$ cat src/rtl/bus_arb_pkg.sv
// Shared types for the V33 bus master arbiter.
// Pin bundle, owner/state encodings and the idle pin pattern.
package bus_arb_pkg;

  typedef struct packed {
    logic [23:0] addr;
    logic [15:0] dout;
    logic        n_ube;
    logic        r_w;
    logic        m_io;
    logic        busst0;
    logic        busst1;
    logic        n_bcyst;
    logic        n_dstb;
  } bus_pins_t;

  typedef enum logic [1:0] {
    OWN_NONE = 2'd0,
    OWN_CPU  = 2'd1,
    OWN_DMA  = 2'd2,
    OWN_EXT  = 2'd3
  } bus_owner_e;

  typedef enum logic [2:0] {
    ST_OWN_CPU = 3'd0,
    ST_DRAIN   = 3'd1,
    ST_OWN_DMA = 3'd2,
    ST_OWN_EXT = 3'd3,
    ST_TURN    = 3'd4
  } arb_state_e;

  // Strobes and byte enable parked inactive, everything else low.
  localparam bus_pins_t BUS_IDLE = '{
    addr:    24'h0,
    dout:    16'h0,
    n_ube:   1'b1,
    r_w:     1'b0,
    m_io:    1'b0,
    busst0:  1'b0,
    busst1:  1'b0,
    n_bcyst: 1'b1,
    n_dstb:  1'b1
  };

endpackage

$ cat src/rtl/bus_master_arbiter_if.sv
// Request/grant handshakes and pin bundles around the arbiter.
// slave: arbiter side; master: requesters and pad ring.
interface bus_master_arbiter_if;
  import bus_arb_pkg::*;

  logic       hldrq;
  logic       hldak;
  logic       cpu_buslock_n;
  logic       cpu_req;
  logic       cpu_bus_idle;
  logic       cpu_hold;
  logic       dma_req;
  logic       dma_gnt;
  logic       dma_cycle_done;
  logic       dma_bus_idle;
  bus_pins_t  cpu_bus;
  bus_pins_t  dma_bus;
  bus_pins_t  pin_bus;
  logic       bus_float;
  bus_owner_e owner;

  modport slave (
    input  hldrq,
    input  cpu_buslock_n,
    input  cpu_req,
    input  cpu_bus_idle,
    input  dma_req,
    input  dma_cycle_done,
    input  dma_bus_idle,
    input  cpu_bus,
    input  dma_bus,
    output hldak,
    output cpu_hold,
    output dma_gnt,
    output pin_bus,
    output bus_float,
    output owner
  );

  modport master (
    output hldrq,
    output cpu_buslock_n,
    output cpu_req,
    output cpu_bus_idle,
    output dma_req,
    output dma_cycle_done,
    output dma_bus_idle,
    output cpu_bus,
    output dma_bus,
    input  hldak,
    input  cpu_hold,
    input  dma_gnt,
    input  pin_bus,
    input  bus_float,
    input  owner
  );

endinterface

$ cat src/rtl/arb_burst_limiter.sv
// DMA burst counter and CPU fairness flag.
// Counter saturates at MAX_BURST; MAX_BURST=0 never limits.
module arb_burst_limiter #(
  parameter int unsigned MAX_BURST = 8
) (
  input  logic clk,
  input  logic reset,
  input  logic cnt_clr,
  input  logic cnt_inc,
  input  logic fair_set,
  input  logic fair_clr,
  output logic limit_hit,
  output logic fair
);

  localparam int unsigned CW =
    (MAX_BURST < 2) ? 1 : $clog2(MAX_BURST + 1);
  localparam logic [CW-1:0] MAXC = CW'(MAX_BURST);

  logic [CW-1:0] cnt_q, cnt_d;
  logic          fair_q, fair_d;

  always_comb begin
    cnt_d = cnt_q;
    if (cnt_clr) begin
      cnt_d = '0;
    end else if (cnt_inc && cnt_q != MAXC) begin
      cnt_d = cnt_q + 1'b1;
    end
  end

  always_comb begin
    fair_d = fair_q;
    if (fair_set) begin
      fair_d = 1'b1;
    end else if (fair_clr) begin
      fair_d = 1'b0;
    end
  end

  always_ff @(posedge clk) begin
    if (reset) begin
      cnt_q  <= '0;
      fair_q <= 1'b0;
    end else begin
      cnt_q  <= cnt_d;
      fair_q <= fair_d;
    end
  end

  assign limit_hit = (MAX_BURST != 0) && (cnt_q == MAXC);
  assign fair      = fair_q;

endmodule

$ cat src/rtl/bus_master_arbiter.sv
// Shares the external bus among CPU BCU, DMA and hold requester.
// Handover only at cycle boundaries, on ce_2, with a TURN gap.
module bus_master_arbiter
  import bus_arb_pkg::*;
#(
  parameter int unsigned MAX_BURST = 8,
  parameter bit          EXT_FIRST = 1'b1
) (
  input logic                  clk,
  input logic                  reset,
  input logic                  ce_1,
  input logic                  ce_2,
  bus_master_arbiter_if.slave  bus
);

  arb_state_e state_q, state_d;
  logic       idle_seen_q, idle_seen_d;

  logic burst_clr;
  logic burst_inc;
  logic fair_set;
  logic fair_clr;
  logic limit_hit;
  logic fair;

  logic dma_ok;
  logic any_req;
  logic ext_wins;
  logic limit_exit;
  logic dma_exit;

  // ce_1 carries no decision here; all handover happens on ce_2.
  logic unused_ce_1;
  assign unused_ce_1 = ce_1;

  assign dma_ok     = bus.dma_req & ~fair;
  assign any_req    = bus.hldrq | dma_ok;
  assign ext_wins   = bus.hldrq & (EXT_FIRST | ~dma_ok);
  assign limit_exit = limit_hit & bus.cpu_req;
  assign dma_exit   = bus.dma_bus_idle &
                      (~bus.dma_req | bus.hldrq | limit_exit);

  always_comb begin
    state_d     = state_q;
    idle_seen_d = (state_q == ST_DRAIN) ? idle_seen_q : 1'b0;
    burst_clr   = 1'b0;
    fair_set    = 1'b0;
    if (ce_2) begin
      unique case (state_q)
        ST_OWN_CPU: begin
          if (any_req && bus.cpu_buslock_n) begin
            state_d = ST_DRAIN;
          end
        end
        // Two idle samples: the first proves the BCU saw cpu_hold.
        ST_DRAIN: begin
          if (!any_req) begin
            state_d = ST_OWN_CPU;
          end else if (!bus.cpu_bus_idle) begin
            idle_seen_d = 1'b0;
          end else if (!idle_seen_q) begin
            idle_seen_d = 1'b1;
          end else if (ext_wins) begin
            state_d = ST_OWN_EXT;
          end else begin
            state_d   = ST_OWN_DMA;
            burst_clr = 1'b1;
          end
        end
        ST_OWN_DMA: begin
          if (dma_exit) begin
            state_d  = ST_TURN;
            fair_set = limit_exit;
          end
        end
        ST_OWN_EXT: begin
          if (!bus.hldrq) begin
            state_d = ST_TURN;
          end
        end
        ST_TURN: begin
          if (bus.hldrq) begin
            state_d = ST_OWN_EXT;
          end else if (dma_ok) begin
            state_d   = ST_OWN_DMA;
            burst_clr = 1'b1;
          end else begin
            state_d = ST_OWN_CPU;
          end
        end
        default: state_d = ST_OWN_CPU;
      endcase
    end
  end

  always_ff @(posedge clk) begin
    if (reset) begin
      state_q     <= ST_OWN_CPU;
      idle_seen_q <= 1'b0;
    end else begin
      state_q     <= state_d;
      idle_seen_q <= idle_seen_d;
    end
  end

  assign burst_inc = ce_2 & bus.dma_cycle_done &
                     (state_q == ST_OWN_DMA);
  assign fair_clr  = ce_2 & (~bus.cpu_req |
                     ((bus.owner == OWN_CPU) &
                      ~bus.cpu_bus.n_bcyst));

  arb_burst_limiter #(
    .MAX_BURST (MAX_BURST)
  ) u_limiter (
    .clk       (clk),
    .reset     (reset),
    .cnt_clr   (burst_clr),
    .cnt_inc   (burst_inc),
    .fair_set  (fair_set),
    .fair_clr  (fair_clr),
    .limit_hit (limit_hit),
    .fair      (fair)
  );

  always_comb begin
    bus.owner     = OWN_CPU;
    bus.cpu_hold  = 1'b1;
    bus.dma_gnt   = 1'b0;
    bus.hldak     = 1'b0;
    bus.bus_float = 1'b0;
    unique case (state_q)
      ST_OWN_CPU: bus.cpu_hold = 1'b0;
      ST_DRAIN:   bus.owner = OWN_CPU;
      ST_OWN_DMA: begin
        bus.owner   = OWN_DMA;
        bus.dma_gnt = 1'b1;
      end
      ST_OWN_EXT: begin
        bus.owner     = OWN_EXT;
        bus.hldak     = 1'b1;
        bus.bus_float = 1'b1;
      end
      ST_TURN:    bus.owner = OWN_NONE;
      default:    bus.cpu_hold = 1'b0;
    endcase
  end

  always_comb begin
    bus.pin_bus = BUS_IDLE;
    unique case (bus.owner)
      OWN_CPU: bus.pin_bus = bus.cpu_bus;
      OWN_DMA: bus.pin_bus = bus.dma_bus;
      default: bus.pin_bus = BUS_IDLE;
    endcase
  end

  a_gnt_excl: assert property (
    @(posedge clk) disable iff (reset)
    !(bus.hldak && bus.dma_gnt));

  a_float_ext: assert property (
    @(posedge clk) disable iff (reset)
    bus.bus_float == (state_q == ST_OWN_EXT));

  a_hold_cpu: assert property (
    @(posedge clk) disable iff (reset)
    !bus.cpu_hold == (state_q == ST_OWN_CPU));

endmodule

$ cat src/flat_wrapper.sv
// flat-port wrapper written by rule: the top's interface ports become plain ports
module bus_master_arbiter_flat import bus_arb_pkg::*;
#(
  parameter int unsigned MAX_BURST = 8,
  parameter bit          EXT_FIRST = 1'b1
)
  (clk, reset, ce_1, ce_2, bus_hldrq, bus_cpu_buslock_n, bus_cpu_req, bus_cpu_bus_idle, bus_dma_req, bus_dma_cycle_done, bus_dma_bus_idle, bus_cpu_bus, bus_dma_bus, bus_hldak, bus_cpu_hold, bus_dma_gnt, bus_pin_bus, bus_bus_float, bus_owner);
  bus_master_arbiter_if bus_i ();
  input logic clk;
  input logic reset;
  input logic ce_1;
  input logic ce_2;
  input wire logic [$bits(bus_i.hldrq)-1:0] bus_hldrq;
  input wire logic [$bits(bus_i.cpu_buslock_n)-1:0] bus_cpu_buslock_n;
  input wire logic [$bits(bus_i.cpu_req)-1:0] bus_cpu_req;
  input wire logic [$bits(bus_i.cpu_bus_idle)-1:0] bus_cpu_bus_idle;
  input wire logic [$bits(bus_i.dma_req)-1:0] bus_dma_req;
  input wire logic [$bits(bus_i.dma_cycle_done)-1:0] bus_dma_cycle_done;
  input wire logic [$bits(bus_i.dma_bus_idle)-1:0] bus_dma_bus_idle;
  input wire logic [$bits(bus_i.cpu_bus)-1:0] bus_cpu_bus;
  input wire logic [$bits(bus_i.dma_bus)-1:0] bus_dma_bus;
  output wire logic [$bits(bus_i.hldak)-1:0] bus_hldak;
  output wire logic [$bits(bus_i.cpu_hold)-1:0] bus_cpu_hold;
  output wire logic [$bits(bus_i.dma_gnt)-1:0] bus_dma_gnt;
  output wire logic [$bits(bus_i.pin_bus)-1:0] bus_pin_bus;
  output wire logic [$bits(bus_i.bus_float)-1:0] bus_bus_float;
  output wire logic [$bits(bus_i.owner)-1:0] bus_owner;
  assign bus_i.hldrq = bus_hldrq;
  assign bus_i.cpu_buslock_n = bus_cpu_buslock_n;
  assign bus_i.cpu_req = bus_cpu_req;
  assign bus_i.cpu_bus_idle = bus_cpu_bus_idle;
  assign bus_i.dma_req = bus_dma_req;
  assign bus_i.dma_cycle_done = bus_dma_cycle_done;
  assign bus_i.dma_bus_idle = bus_dma_bus_idle;
  assign bus_i.cpu_bus = bus_cpu_bus;
  assign bus_i.dma_bus = bus_dma_bus;
  assign bus_hldak = bus_i.hldak;
  assign bus_cpu_hold = bus_i.cpu_hold;
  assign bus_dma_gnt = bus_i.dma_gnt;
  assign bus_pin_bus = bus_i.pin_bus;
  assign bus_bus_float = bus_i.bus_float;
  assign bus_owner = bus_i.owner;
  bus_master_arbiter #(.MAX_BURST(MAX_BURST), .EXT_FIRST(EXT_FIRST)) u_core (.clk(clk), .reset(reset), .ce_1(ce_1), .ce_2(ce_2), .bus(bus_i));
endmodule
$ cat config.mk
export PLATFORM = sky130hd
export DESIGN_NAME = bus_master_arbiter_flat
export DESIGN_NICKNAME = d
export VERILOG_FILES = /design/src/rtl/bus_arb_pkg.sv /design/src/rtl/bus_master_arbiter_if.sv /design/src/rtl/arb_burst_limiter.sv /design/src/rtl/bus_master_arbiter.sv /design/src/flat_wrapper.sv
export SDC_FILE = /design/constraint.sdc
export NUM_CORES = 1
export LEC_CHECK = 0
export ABC_CLOCK_PERIOD_IN_PS = 2300
export CAP_MARGIN = 40
export CORE_ASPECT_RATIO = 0.8
export CORE_MARGIN = 2
export CORE_UTILIZATION = 24
export CTS_CLUSTER_DIAMETER = 60
export DETAILED_ROUTE_END_ITERATION = 10
export GPL_TIMING_DRIVEN = 0
export PLACE_DENSITY = 0.87
export SETUP_SLACK_MARGIN = 0.2
export SYNTH_ARGS = -nofsm -noshare
export SYNTH_HDL_FRONTEND = slang
export SYNTH_SLANG_ARGS = --single-unit
$ cat constraint.sdc
create_clock -name clk -period 2.3 [get_ports clk]
set_clock_uncertainty 0.2 [all_clocks]
set_input_delay 0.575 -clock clk [delete_from_list [all_inputs] [get_ports clk]]
set_output_delay 0.575 -clock clk [all_outputs]
set_load 0.05 [all_outputs]
---- Yosys cells after proc, flatten, opt, wreduce, memory -nomap -nowiden ----
Index checks and enable logic that the tools add are counted.
cells by class
  $add $sub $neg .......................... 1
  equality and inequality tests ........... 13
  muxes and demuxes ....................... 34
  bitwise operators ....................... 15
  reduce and logical (&&, ||, !) cells .... 7
operators with widths
  kind                 count
  $pmux 47 s2          1
  $mux 1               22
  $mux 3               7
  $pmux 3 s5           1
  $and 1x1->1          7
  $eq 3x2->1 const B   2
  $pmux 2 s3           1
  $reduce_and 6->1     1
  $add 4x1->4 const B  1
  $eq 4x4->1 const B   1
  $ne 2x1->1 const B   2
  $ne 4x4->1 const B   1
  $not 1->1            4
  $or 1x1->1           4
  $reduce_or 4->1      1
  $eq 3x1->1 const B   1
  $eq 3x3->1 const B   1
  $logic_not 3->1      1
  $ne 3x2->1 const B   1
  $ne 3x3->1 const B   1
  $eq 2x1->1 const B   1
  $eq 2x2->1 const B   1
  $logic_and 1x1->1    2
  $mux 2               1
  4 further kinds      4
word-level totals
  register bits after elaboration ......... 9
  input port bits ......................... 105
  output and inout port bits .............. 53
  logic and storage cells ................. 74

---- Logic depth before layout (Yosys ltp) ----
Gate-level depths: netlist of the first run.
  depth after elaboration ................. 8
  depth in mapped cells ................... 8
  gate-level depth less buffers ........... 7

---- Hierarchy ----
Synthesis of the first run repeated with hierarchy kept, for this count alone.
second synthesis, totals
  cells, all modules ...................... 141
  area total of the unflattened synthesis .. 1149.9 µm²
by module, submodules not included
  module              times used  cells an instance  area each (µm²)  sequential area each (µm²)
  bus_master_arbiter  1           112                893.4            80.1
  arb_burst_limiter   1           29                 256.5            100.1

---- Least setup slack after synthesis of the first run ----
OpenSTA, ideal clock, no wires.
  path kind ............................... register to output
  start point ............................. reg u_core.state_q[2]
  end point ............................... out bus_pin_bus[11]
  arrival ................................. 2107 ps
  data required time ...................... 1525 ps
  path slack .............................. -582 ps
  cell stages (with the launch flop) ...... 6
  path buffers ............................ 1
  path through ............................ dfxtp_1 -> nor2b_4 -> nand2b_2 -> inv_2 -> clkbuf_1 -> a22o_1
on the way
  longest elaborated chain between the ends .. 4
  elaborated cells between the ends (all ways) .. 7
  classes of those cells .................. eq/ne: 5; mux: 2
ends and longest elaborated chain
  item                                      RTL line                   source
  from (decl)                               bus_master_arbiter.sv:16   arb_state_e state_q, state_d;
  from (signal assigned)                    bus_master_arbiter.sv:101  state_q <= state_d;
  $eq 3x3->1 or $eq 3x2->1 (tied branches)  bus_master_arbiter.sv:131  unique case (state_q)
  $pmux 2 s3 *                              bus_master_arbiter.sv:131
  named net bus_owner[1]                    flat_wrapper.sv:27         output wire logic [$bits(bus_i.owner)-1:0] bus_owner;
  $eq 2x2->1 or $eq 2x1->1 (tied branches)  bus_master_arbiter.sv:150  unique case (bus.owner)
  $pmux 47 s2 *                             bus_master_arbiter.sv:150
  to (decl)                                 flat_wrapper.sv:25         output wire logic [$bits(bus_i.pin_bus)-1:0] bus_pin_bus;
Mark *: on every way through the listed nets, which the timed path passes. The rest lies on a longest branch.

---- Final worst setup path of the first run ----
  start point ............................. reg u_core.state_q[2]
  end point ............................... out bus_pin_bus[43]
on the way
  longest elaborated chain between the ends .. 4
  elaborated cells between the ends (all ways) .. 7
  classes of those cells .................. eq/ne: 5; mux: 2
ends and longest elaborated chain
  item                                      RTL line
  $eq 3x3->1 or $eq 3x2->1 (tied branches)  bus_master_arbiter.sv:131
  $pmux 2 s3 *                              bus_master_arbiter.sv:131
  $eq 2x2->1 or $eq 2x1->1 (tied branches)  bus_master_arbiter.sv:150
  $pmux 47 s2 *                             bus_master_arbiter.sv:150
Mark *: on every way between the ends. The rest lies on a longest branch, timed or not.

==> results of run 1 <==
flip-flops by register name, summed over array words and instances (netlist names):
register,flops
u_core.u_limiter.fair,1
u_core.idle_seen_q,1
u_core.state_q,3
u_core.u_limiter.cnt_q,4
placed cells by master, fill, tap and decap left out, types with 3 or more instances in the layout:
cell type	netlist	layout
a22o_4	0	44
buf_12	0	7
buf_4	1	17
buf_6	0	34
buf_8	0	25
clkbuf_16	0	5
clkbuf_8	0	4
clkdlybuf4s50_1	0	100
dfxtp_1	9	6
inv_1	6	6
nand2_1	7	7
nor2_1	9	7
nor2_4	0	3
o21ai_0	5	5
o22a_2	0	3
logic make-up after synthesis:
kind of cell    count (synthesis)
flops                           9
mux                             2
simple gates                   37
compound gates                 64
buf+inv                        20
fa+ha+maj                       2
xor+xnor                        4
power by group:
group / switching, mW / internal, mW / total [mW]
logic: 0.369 / 0.408 / 0.777
clock network: 0.0640 / 0.121 / 0.185
registers: 0.00164 / 0.157 / 0.159
per-layer routing:
layer  track usage  wire length [µm]  vias to the layer above
met3        0.0808               710                       26
met5             0                 0                        -
met1         0.283              2920                      968
li1              -                 -                      911
met2         0.500              4510                       96
met4        0.0953               359                        0
final cells by class:
cell class	instances	area, µm²	share of cell area
timing repair buffer	182	2020	0.523
multi-input combinational	109	1290	0.333
buffer	13	215	0.0557
sequential	9	189	0.0489
tap	60	75.1	0.0194
clock buffer	4	45.0	0.0117
inverter	7	28.8	0.00745
timing repair:
action	CTS	global route
cloned	2	2
pin swaps	9	7
setup buffers	19	4
endpoints found under the setup margin	54	56
resized for setup	418	19
critical path: stages (launching register included):
cell       delay [ns]
dfxtp_4          0.34
or2b_4           0.28
nor2_4           0.11
nor2_4           0.05
buf_12           0.15
clkbuf_16        0.16
a22o_4           0.22
buf_6            0.15
cell usage after synthesis, types with 2 or more instances:
master	instances	area [µm²]
inv_1	6	22.5
xnor2_1	2	17.5
ha_1	2	25.0
clkbuf_1	4	15.0
o31ai_1	2	15.0
a22o_1	44	385
or2b_1	2	15.0
o21ai_0	5	25.0
xor2_1	2	17.5
nor2_1	9	33.8
buf_2	7	35.0
nand3_1	2	10.0
mux2i_1	2	20.0
dfxtp_1	9	180
nor2b_2	2	17.5
nor4_1	2	12.5
o22a_1	3	26.3
nand2_1	7	26.3
nand4_1	2	12.5
worst paths after layout:
path	start	end	depth (start not counted)
min reg2reg	u_core.u_limiter.cnt_q[3]	u_core.u_limiter.cnt_q[3]	2
max	u_core.state_q[2]	bus_pin_bus[43]	7
max reg2reg	u_core.state_q[2]	u_core.state_q[2]	8
min	u_core.u_limiter.cnt_q[3]	u_core.u_limiter.cnt_q[3]	2
through the flow:
step	setup TNS (ns)	std cells
after floorplan	0	138
after global placement	-34.40	353
after detailed placement	-35.12	353
after CTS	-5.45	378
after global routing	-7.77	384
final	-6.33	384
==> impl_metrics.py, run 1 <==
metrics = {
    "synth": {
        "synth_compound_area_frac": 0.482,
        "synth_top_family_by_area": "compound AO/OA/AOI/OAI gates",
        "async_reset_ff_frac": 0,
        "ys_seq_elements": 9,
        "syn_area_um2": 1100,
        "synthMuxAreaShare": 0.0181,
        "synth_adder_area_share": 0.0227,
        "ys.flop_type": "dfxtp_1",
        "yosys_warnings": 0,
        "syn_inst": 138,
        "synth_edf_count": 0,
        "avgSynthCellArea_um2": 8.01,
        "yosysSeqAreaShare": 0.163,
        "synth_cell_types": 43,
        "syn-num-nets": 245,
        "synth_xor_xnor_area_share": 0.0317,
        "synthSimpleGateAreaFrac": 0.202,
    },
    "final_layout": {
        "syn2layout_area_growth_pct": 249,
        "final.fill_count": 221,
        "fin_nets": 432,
        "final_area_um2": 3860,
        "n_antenna_cell": 0,
        "drive_gt1_frac": 0.509,
        "final_core_utilization": 0.855,
    },
    "min_path": {
        "hp-class": "reg -> reg",
    },
    "sta": {
        "finalHoldViolCount": 0,
        "tightestPinTransition_ns": 0.332,
        "fin_hold_ws_ns": 0.326,
        "worst_slack_ns": -0.178,
        "setup_viol": 47,
        "drv_slew": 0,
        "fin_crit_sh": 1.08,
        "fmax_ghz": 0.403,
        "relSlewSlack": 0.778,
        "min_period_ns": 2.48,
        "rsz0062_at_grt": "yes",
    },
    "detailed_routing": {
        "post_drt_wl_per_cell_um": 22.1,
        "wl_um": 8500,
        "drc": 0,
        "first_pass_iters": 4,
        "drt_iter0_drc": 42,
        "viasPerCell": 5.21,
        "vias": 2001,
        "antenna_left": 0,
    },
    "die": {
        "initial_core_util": 0.245,
        "io_pins": 158,
        "die_h_um": 64.7,
        "die_area_um2": 5170,
        "core_um2": 4510,
        "num_rows": 22,
        "chipWidth_um": 79.9,
    },
    "global_routing": {
        "grt_usage": 0.268,
        "grt_pass1_vias": 1914,
        "grt_pass1_wl_um": 10500,
        "antenna_found_initial": 0,
        "overflow": 0,
        "grt_max_degree": 11,
    },
    "setup_path": {
        "crit_path_end_kind": "primary output",
        "r2r_slack_ns": 0.32,
        "path_class": "reg -> out",
        "crit_arrival_ns": 1.70,
        "crit_required_ns": 1.52,
        "start_kind": "register",
        "path_max_fanout": 8,
    },
    "cts": {
        "tritoncts": "built",
        "numClockSinks": 9,
        "cts_max_level": 1,
        "clk_latency_ns": 0.23,
        "clockBufferDepth": 2,
        "root_buffer": "clkbuf_8",
        "clkTransAtPathRegs_ns": 0.05,
        "cts_hold_buf": 0,
        "cts_buffers": 3,
    },
    "place": {
        "pre_cts_ws_ns": -0.862,
        "postPlaceCellArea_um2": 3240,
        "portBuffers": 155,
        "finalWeightedCongestion": 0.877,
        "dpl.hpwl_um": 5290,
    },
    "status": {
        "violations": "negative setup slack",
        "outcome": "finished, violations left",
    },
    "power": {
        "total_power_mw": 1.12,
        "peakVddDrop_mv": 0.352,
        "p_leak_nw": 1.72,
        "power_per_cell_area_nw_per_um2": 290,
    },
    "job": {
        "max_cap_viol_count": 0,
    },
}
No activity file was read; power rests on OpenSTA's default activity.
==> run 2: changes to the inputs <==
--- a/config.mk
+++ b/config.mk
@@ -8,7 +8,7 @@
 export ABC_CLOCK_PERIOD_IN_PS = 2300
 export CAP_MARGIN = 40
 export CORE_ASPECT_RATIO = 0.8
-export CORE_MARGIN = 2
+export CORE_MARGIN = 4
 export CORE_UTILIZATION = 24
 export CTS_CLUSTER_DIAMETER = 60
 export DETAILED_ROUTE_END_ITERATION = 10
==> run 2 against run 1 <==
  * The flow still finishes with violations (negative setup slack)
  * Worst hold slack gained 0.026 ns
  * Maximum frequency is 0.48% lower
  * Flip-flop and latch count unchanged
  * Sequential power is essentially flat
  * Setup slack got worse by 0.012 ns
  * Clock power barely moved
  * Count of clock-buffer cells in the layout unchanged
  * Utilization grew 1.4 points
==> impl_metrics.py, run 2 (synthesis results as in run 1) <==
metrics = {
    "die": {
        "die_area_um2": 5760,
        "num_rows": 21,
        "core_um2": 4310,
        "initial_core_util": 0.256,
        "die_h_um": 68.7,
        "io_pins": 158,
        "chipWidth_um": 83.9,
    },
    "sta": {
        "tightestPinTransition_ns": 0.363,
        "fmax_ghz": 0.402,
        "finalHoldViolCount": 0,
        "worst_slack_ns": -0.190,
        "drv_slew": 0,
        "rsz0062_at_grt": "yes",
        "min_period_ns": 2.49,
        "relSlewSlack": 0.752,
        "setup_viol": 48,
        "fin_crit_sh": 1.08,
    },
    "cts": {
        "numClockSinks": 9,
        "cts_max_level": 1,
        "clkTransAtPathRegs_ns": 0.05,
        "clk_latency_ns": 0.23,
        "clockBufferDepth": 2,
        "root_buffer": "clkbuf_8",
        "tritoncts": "built",
        "cts_buffers": 3,
    },
    "setup_path": {
        "path_max_fanout": 10,
        "crit_path_end_kind": "primary output",
        "start_kind": "register",
        "path_class": "reg -> out",
        "crit_required_ns": 1.52,
        "crit_arrival_ns": 1.72,
    },
    "detailed_routing": {
        "wl_um": 7910,
        "drt_iter0_drc": 41,
        "antenna_left": 0,
        "vias": 1897,
        "post_drt_wl_per_cell_um": 21.3,
        "viasPerCell": 5.11,
        "drc": 0,
        "first_pass_iters": 4,
    },
    "global_routing": {
        "antenna_found_initial": 0,
        "grt.met3_usage": 0.0665,
        "overflow": 0,
        "gr-max-usage-layer": "met2",
        "grt_max_degree": 11,
        "grt_use_met2": 0.412,
        "grt_pass1_vias": 1923,
        "grt_usage": 0.227,
        "grt_pass1_wl_um": 10400,
        "grtUsageMet1": 0.273,
    },
    "power": {
        "p_seq_frac": 0.145,
        "p_switching_mw": 0.417,
        "pwr-share-comb": 0.688,
        "power_per_cell_area_nw_per_um2": 291,
        "peakVddDrop_mv": 0.417,
        "intPower_mw": 0.675,
        "total_power_mw": 1.09,
        "p_sw_frac": 0.382,
        "p_leak_nw": 1.64,
        "p_clk_frac": 0.167,
    },
    "final_layout": {
        "largest_registers": "u_core.u_limiter.cnt_q (4), u_core.state_q (3)",
        "fin_nets": 422,
        "largest-register": "u_core.u_limiter.cnt_q",
        "mostFrequentLayoutCell": "clkdlybuf4s50_1",
        "largest_register_ffs": 4,
        "n_antenna_cell": 0,
        "final_cell_mix": "100 x clkdlybuf4s50_1, 44 x a22o_4, 32 x buf_6, 21 x buf_8, 12 x buf_4",
        "drive_gt1_frac": 0.494,
        "final_core_utilization": 0.870,
        "syn2layout_area_growth_pct": 239,
    },
    "status": {
        "violations": "negative setup slack",
        "outcome": "finished, violations left",
    },
    "place": {
        "finalWeightedCongestion": 0.910,
        "portBuffers": 155,
        "dpl.hpwl_um": 5520,
    },
    "job": {
        "max_cap_viol_count": 0,
    },
    "min_path": {
        "hp-class": "reg -> reg",
    },
}
## run 2: cell count changes in the layout (fill, tap and decap cells not counted), sizes merged
cell,before,now
clkbuf,12,11
dlygate4sd2,0,1
buf,85,76
dlymetal6s2s,2,1
## run 2: through the flow
step                      cells  cell area, µm²  setup WS, ns  TNS, ns  hold slack, ns
after global routing        371            3750        -0.239    -9.75           0.386
after detailed placement    350            3240        -0.860   -35.02           0.317
after global placement      350            3240        -0.847   -35.09           0.298
final                       371            3750        -0.190    -7.48           0.352
after CTS                   364            3570        -0.189    -7.45           0.331
after floorplan             138            1620        0.0571        0           0.280
## run 2: area by class of cell
class / count / area, µm²
flip-flops and latches: 9 / 189
plain buffers: 13 / 221
clock buffers: 4 / 45.0
well taps: 57 / 71.3
multi-input cells: 109 / 1290
fillers: 219 / 562
inverters: 7 / 31.3
repair buffers: 172 / 1900
## run 2: repair_timing
action,4_1_cts,5_1_grt
hold buffers,0,0
gates cloned,1,3
endpoints found under the hold margin,0,0
pin swaps,4,6
setup buffers,9,4
setup endpoints to repair,54,57
resized for setup,397,29
## run 2: critical path: stages (launching register included)
cell and delay, ns:
dfxtp_4 0.34, buf_4 0.14, nor2b_4 0.20, nand2b_4 0.10
inv_6 0.09, buf_12 0.14, clkbuf_16 0.17, a22o_4 0.14
buf_6 0.15
## run 2: final timing paths
| check | start | to | slack (ns) | depth (start not counted) |
|---|---|---|---|---|
| worst max register to register | u_core.state_q[2] | u_core.u_limiter.cnt_q[3] | 0.38 | 9 |
| worst min register to register | u_core.idle_seen_q | u_core.idle_seen_q | 0.35 | 2 |
| worst max-delay path | u_core.state_q[2] | bus_pin_bus[14] | -0.19 | 8 |
| worst min-delay path | u_core.idle_seen_q | u_core.idle_seen_q | 0.35 | 2 |
## run 2: metal layers
| metal | part of all wire | vias to the layer above |
|---|---|---|
| li1 | - | 891 |
| met1 | 0.38 | 892 |
| met2 | 0.53 | 106 |
| met3 | 0.076 | 8 |
| met4 | 0.012 | 0 |
| met5 | 0 | - |
## run 2: power groups by stage
stage	clock, mW	combinational [mW]	sequential (mW)
global placement	0	0.664	0.165
global route	0.201	0.776	0.158
floorplan	0	0.359	0.164
CTS	0.182	0.723	0.159
detailed placement	0	0.673	0.165
finish	0.182	0.751	0.159
